## src/rtl/clk_sel_sequencer.sv

```systemverilog
// clk_sel_sequencer: sequences select changes for a three-clock glitch-free switch with settle and dwell timing.
module clk_sel_sequencer #(
    parameter int         SETTLE_CYCLES = 16,
    parameter int         DWELL_CYCLES  = 8,
    parameter logic [1:0] RESET_SEL     = 2'b00,
    parameter int         CNT_W         = 8
) (
    input  logic       clk,
    input  logic       rst,
    input  logic       req_valid,
    input  logic [1:0] req_sel,
    output logic       req_ready,
    output logic [1:0] clk_sel,
    output logic [1:0] cur_sel,
    output logic       busy,
    output logic       done
);
    typedef enum logic [1:0] {IDLE, SETTLE, HOLD} state_t;

    localparam logic [1:0]       RST_SEL   = RESET_SEL[1] ? 2'b10 : RESET_SEL;
    localparam logic [CNT_W-1:0] SETTLE_LD = CNT_W'(SETTLE_CYCLES - 1);
    localparam logic [CNT_W-1:0] DWELL_LD  = CNT_W'(DWELL_CYCLES > 0 ? DWELL_CYCLES - 1 : 0);

    state_t           state_q, state_d;
    logic [CNT_W-1:0] cnt_q, cnt_d;
    logic [1:0]       clk_sel_q, clk_sel_d;
    logic [1:0]       cur_sel_q, cur_sel_d;
    logic             done_q, done_d;
    logic [1:0]       tgt;
    logic             accept;

    assign req_ready = (state_q == IDLE) && !rst;
    assign busy      = state_q != IDLE;
    assign clk_sel   = clk_sel_q;
    assign cur_sel   = cur_sel_q;
    assign done      = done_q;

    always_comb begin
        state_d   = state_q;
        cnt_d     = cnt_q;
        clk_sel_d = clk_sel_q;
        cur_sel_d = cur_sel_q;
        done_d    = 1'b0;
        tgt       = req_sel[1] ? 2'b10 : req_sel;
        accept    = req_valid && req_ready;
        case (state_q)
            IDLE: begin
                if (accept && tgt == cur_sel_q) begin
                    done_d = 1'b1;
                end else if (accept) begin
                    clk_sel_d = tgt;
                    cnt_d     = SETTLE_LD;
                    state_d   = SETTLE;
                end
            end
            SETTLE: begin
                if (cnt_q == '0) begin
                    done_d    = 1'b1;
                    cur_sel_d = clk_sel_q;
                    cnt_d     = DWELL_LD;
                    state_d   = (DWELL_CYCLES > 0) ? HOLD : IDLE;
                end else begin
                    cnt_d = cnt_q - CNT_W'(1);
                end
            end
            HOLD: begin
                if (cnt_q == '0) state_d = IDLE;
                else cnt_d = cnt_q - CNT_W'(1);
            end
            default: state_d = IDLE;
        endcase
    end

    always_ff @(posedge clk or posedge rst) begin
        if (rst) begin
            state_q   <= IDLE;
            cnt_q     <= '0;
            clk_sel_q <= RST_SEL;
            cur_sel_q <= RST_SEL;
            done_q    <= 1'b0;
        end else begin
            state_q   <= state_d;
            cnt_q     <= cnt_d;
            clk_sel_q <= clk_sel_d;
            cur_sel_q <= cur_sel_d;
            done_q    <= done_d;
        end
    end
endmodule

```

## config.mk

```make
export PLATFORM = sky130hd
export DESIGN_NAME = clk_sel_sequencer
export DESIGN_NICKNAME = d
export VERILOG_FILES = /design/src/rtl/clk_sel_sequencer.sv
export SDC_FILE = /design/constraint.sdc
export NUM_CORES = 1
export LEC_CHECK = 0
export CORE_MARGIN = 3
export CORE_UTILIZATION = 42
export CTS_CLUSTER_DIAMETER = 30
export CTS_CLUSTER_SIZE = 30
export DETAILED_ROUTE_END_ITERATION = 10
export GPL_ROUTABILITY_DRIVEN = 0
export PLACE_DENSITY = 0.74
export SLEW_MARGIN = 20
export SYNTH_ARGS = -nofsm -noshare
export SYNTH_HDL_FRONTEND = slang
export SYNTH_SLANG_ARGS = --single-unit
```

## constraint.sdc

```tcl
create_clock -name clk -period 5.3 [get_ports clk]
set_input_delay 1.06 -clock clk [delete_from_list [all_inputs] [get_ports clk]]
set_output_delay 1.06 -clock clk [all_outputs]
set_load 0.02 [all_outputs]
```

==> impl_metrics.xml <==
<?xml version="1.0" encoding="UTF-8"?>
<metrics>
  <group name="route">
    <metric name="highest_metal_layer_with_signal_wires" unit="">met4</metric>
    <metric name="drc_errors" unit="">0</metric>
    <metric name="drt_iter0_drc" unit="">24</metric>
    <metric name="num_vias" unit="">917</metric>
    <metric name="wl_per_cell" unit="um">13.79</metric>
    <metric name="wl" unit="mm">2.151</metric>
    <metric name="drt-pass1-iter-count" unit="">4</metric>
    <metric name="met2_wire_length" unit="mm">1.016</metric>
    <metric name="route.detailed.vias_per_inst" unit="">5.878</metric>
    <metric name="wl_met3" unit="um">80</metric>
    <metric name="antenna_violating_nets_post_route" unit="">0</metric>
    <metric name="route.layer.met1.wl" unit="mm">1.038</metric>
  </group>
  <group name="global_routing">
    <metric name="gr-total-overflow" unit="">0</metric>
    <metric name="grt_pass1_wl" unit="mm">3.643</metric>
    <metric name="initial_antenna_violation_count" unit="">0</metric>
    <metric name="first_global_vias" unit="">835</metric>
    <metric name="grt_start_max_net_pins" unit="">18</metric>
    <metric name="global_route_usage_over_all_layers" unit="%">14.32</metric>
  </group>
  <group name="final_layout">
    <metric name="synthesis_to_layout_area_growth" unit="%">15.01</metric>
    <metric name="final_cell_mix" unit="">sky130_fd_sc_hd__dfrtp_1 (15), sky130_fd_sc_hd__o21ai_0 (12), sky130_fd_sc_hd__inv_1 (11), sky130_fd_sc_hd__clkdlybuf4s50_1 (11), sky130_fd_sc_hd__a21oi_1 (10)</metric>
    <metric name="n_antenna_cell" unit="">0</metric>
    <metric name="n_fill_cell" unit="">213</metric>
    <metric name="layout.cells.most_common" unit="">sky130_fd_sc_hd__dfrtp_1</metric>
    <metric name="area_used_by_sequential_logic_in_the_layout" unit="um2">375.4</metric>
    <metric name="multiInputGateArea" unit="um2">639.4</metric>
    <metric name="finalInstanceArea" unit="um2">1227</metric>
    <metric name="layoutNonFillerInstCount" unit="">156</metric>
    <metric name="final_net_count" unit="">140</metric>
    <metric name="layout_cells_sized_above_1" unit="%">12.50</metric>
  </group>
  <group name="placement">
    <metric name="dp.final_hpwl" unit="mm">1.626</metric>
    <metric name="detailed_place.area" unit="um2">1201</metric>
    <metric name="io_buffers" unit="">11</metric>
    <metric name="detailedPlace.worstSlack" unit="ps">1969</metric>
    <metric name="placed_cells_incl_taps" unit="">152</metric>
  </group>
  <group name="worst_setup_path">
    <metric name="criticalPathCategory" unit="">primary input to output port</metric>
    <metric name="cpMaxStageDelayCell" unit="">sky130_fd_sc_hd__clkdlybuf4s50_1</metric>
    <metric name="worstPathBufferInverterCount" unit="">2</metric>
    <metric name="startpoint_type" unit="">primary input</metric>
    <metric name="end_kind" unit="">output port</metric>
    <metric name="max_stage_delay" unit="ps">610</metric>
    <metric name="crit_family" unit="">buffers and inverters</metric>
    <metric name="crit_start" unit="">rst</metric>
    <metric name="crit-reg2reg-launch" unit="">cnt_q[0]</metric>
    <metric name="cp_cell_sequence" unit="">clkdlybuf4s50_1 -&gt; nor2_1 -&gt; clkdlybuf4s50_1</metric>
    <metric name="critical_path_required" unit="ps">4240</metric>
    <metric name="timing.critical_path.mode_cell" unit="">sky130_fd_sc_hd__clkdlybuf4s50_1</metric>
    <metric name="timing.critical_path.fanout_max" unit="">3</metric>
    <metric name="timing.critical_path.arrival" unit="ps">2210</metric>
  </group>
  <group name="sta">
    <metric name="finalSetupViolations" unit="">0</metric>
    <metric name="final.setup.worst_slack" unit="ps">2028</metric>
    <metric name="finalHoldViolations" unit="">0</metric>
    <metric name="final.period_utilization" unit="%">61.74</metric>
    <metric name="fmax" unit="MHz">305.6</metric>
    <metric name="setup_total_negative_slack" unit="ps">0</metric>
    <metric name="min_period" unit="ps">3272</metric>
    <metric name="max_slew_headroom_at_the_worst_pin" unit="%">57.28</metric>
    <metric name="unrepaired_setup_endpoints_after_global_routing" unit="">no</metric>
    <metric name="finClkSkew" unit="ps">2.395</metric>
    <metric name="fin_hold_ws" unit="ps">505.1</metric>
    <metric name="timing_max_transition_violations_final" unit="">0</metric>
    <metric name="worstMarginPinSlew" unit="ps">640.1</metric>
  </group>
  <group name="pwr">
    <metric name="ir_drop" unit="uV">356.8</metric>
    <metric name="power_density" unit="nW/um2">531.1</metric>
    <metric name="power_leakage" unit="nW">0.4969</metric>
  </group>
  <group name="yosys">
    <metric name="synth_ff_type" unit="">sky130_fd_sc_hd__dfrtp_1</metric>
    <metric name="synth_area_leader_cell" unit="">sky130_fd_sc_hd__dfrtp_1</metric>
    <metric name="ys_warn_count" unit="">0</metric>
    <metric name="synth_cell_type_count" unit="">42</metric>
    <metric name="async_flop_share" unit="%">100.0</metric>
    <metric name="synth-edff-count" unit="">0</metric>
    <metric name="postSynthAreaPerCell" unit="um2">9.362</metric>
    <metric name="synth_cells" unit="">114</metric>
    <metric name="netlist_top_cells_area" unit="">sky130_fd_sc_hd__dfrtp_1 (35%), sky130_fd_sc_hd__ha_1 (7.0%), sky130_fd_sc_hd__o21ai_0 (5.6%)</metric>
    <metric name="seq_area_frac_synth" unit="%">35.17</metric>
    <metric name="synthesis.area" unit="um2">1067</metric>
    <metric name="mappedNetlistNets" unit="">125</metric>
    <metric name="post-synth-top-area-fraction" unit="%">35.17</metric>
    <metric name="yosys_register_bits" unit="">15</metric>
  </group>
  <group name="floorplan">
    <metric name="die_area" unit="um2">3182</metric>
    <metric name="die_width" unit="um">56.41</metric>
    <metric name="placementRows" unit="">17</metric>
    <metric name="core_region_area" unit="um2">2318</metric>
    <metric name="ios" unit="">12</metric>
    <metric name="die_height" unit="um">56.41</metric>
    <metric name="floorplan.initialDensity" unit="%">46.03</metric>
  </group>
  <group name="job">
    <metric name="max_cap_violations" unit="">0</metric>
  </group>
  <group name="clock_network">
    <metric name="cts-root-buf" unit="">sky130_fd_sc_hd__clkbuf_4</metric>
    <metric name="post_cts_resize_count" unit="">0</metric>
    <metric name="hold_buffers" unit="">0</metric>
    <metric name="postCtsSetupBuffers" unit="">0</metric>
    <metric name="h-tree-depth" unit="">1</metric>
    <metric name="cts_buffer_depth" unit="">2</metric>
    <metric name="tritoncts" unit="">built</metric>
    <metric name="numCtsBuffers" unit="">3</metric>
    <metric name="clk_pin_slew_worst_paths" unit="ps">90</metric>
    <metric name="clock_latency" unit="ps">280</metric>
    <metric name="clkSinkCount" unit="">15</metric>
  </group>
  <group name="hold_path">
    <metric name="hold_path.startpoint" unit="">cnt_q[5]</metric>
    <metric name="timing.hold.worst.class" unit="">flip-flop to flip-flop</metric>
  </group>
  <group name="run_status">
    <metric name="outcome" unit="">finished clean</metric>
  </group>
</metrics>
-- worst reg2reg max path, cell delays in order, from the launching register on --
cell and delay (ps):
sky130_fd_sc_hd__dfrtp_1 420, sky130_fd_sc_hd__inv_1 70, sky130_fd_sc_hd__ha_1 190, sky130_fd_sc_hd__or3b_4 440
sky130_fd_sc_hd__nor3_4 320, sky130_fd_sc_hd__nand2_1 150, sky130_fd_sc_hd__mux2_2 290
-- kinds of logic after synthesis --
kind of cell / count (synthesis) / share of synthesized area [%]
AOI/OAI and AO/OA: 44 / 30.60
and+or+nand+nor: 34 / 19.11
DFF: 15 / 35.17
buffers and inverters: 12 / 4.924
adders and majority gates: 6 / 7.034
muxes: 3 / 3.165
-- sequential cells by signal, indices dropped and copies added (netlist names) --
register	count
done	1
state_q	2
cur_sel	2
clk_sel	2
cnt_q	8
-- synthesized netlist by cell type, types with 2 or more instances --
cell	number
sky130_fd_sc_hd__nand3_1	3
sky130_fd_sc_hd__nand2b_1	2
sky130_fd_sc_hd__nor2b_1	3
sky130_fd_sc_hd__dfrtp_1	15
sky130_fd_sc_hd__mux2_2	3
sky130_fd_sc_hd__ha_1	6
sky130_fd_sc_hd__o22a_1	2
sky130_fd_sc_hd__inv_1	11
sky130_fd_sc_hd__nand2_1	7
sky130_fd_sc_hd__a22oi_1	2
sky130_fd_sc_hd__o41ai_1	2
sky130_fd_sc_hd__a21oi_1	10
sky130_fd_sc_hd__o21ai_0	12
sky130_fd_sc_hd__nor2_1	8
-- per-layer routing --
metal	vias up	track usage (%)
met1	440	18.21
met5	-	0
met3	2	2.069
met2	22	24.04
met4	0	6.102
li1	453	-
-- layout make-up --
cell class	instances	share of cell area [%]
clock buffers	4	2.141
inverters	11	3.364
multi-input cells	87	52.09
flip-flops and latches	15	30.58
well taps	28	2.854
repair buffers	11	8.970
-- power breakdown --
part	total (mW)	internal (mW)	switching, mW
sequential	0.208	0.153	0.0546
combinational	0.378	0.175	0.203
clock	0.0659	0.0292	0.0367
-- worst paths after layout --
check / to / slack [ps] / cells after the start
setup reg to reg: cur_sel[1] / 3300 / 6
hold / removal: cnt_q[5] / 510 / 1
hold reg to reg: cnt_q[5] / 510 / 1
max in group asynchronous: cur_sel[0] / 3690 / 2
min in group asynchronous: state_q[1] / 1200 / 2
setup / recovery: req_ready / 2030 / 3
-- metrics by stage --
step                      power [mW]  util, %
after CTS                     0.6550    52.94
after floorplan               0.4851        -
after global routing          0.7076    52.94
after global placement        0.5748    51.81
after detailed placement      0.5854    51.81
final                         0.6518    52.94
Note: power is estimated with default switching activity, not from simulation.
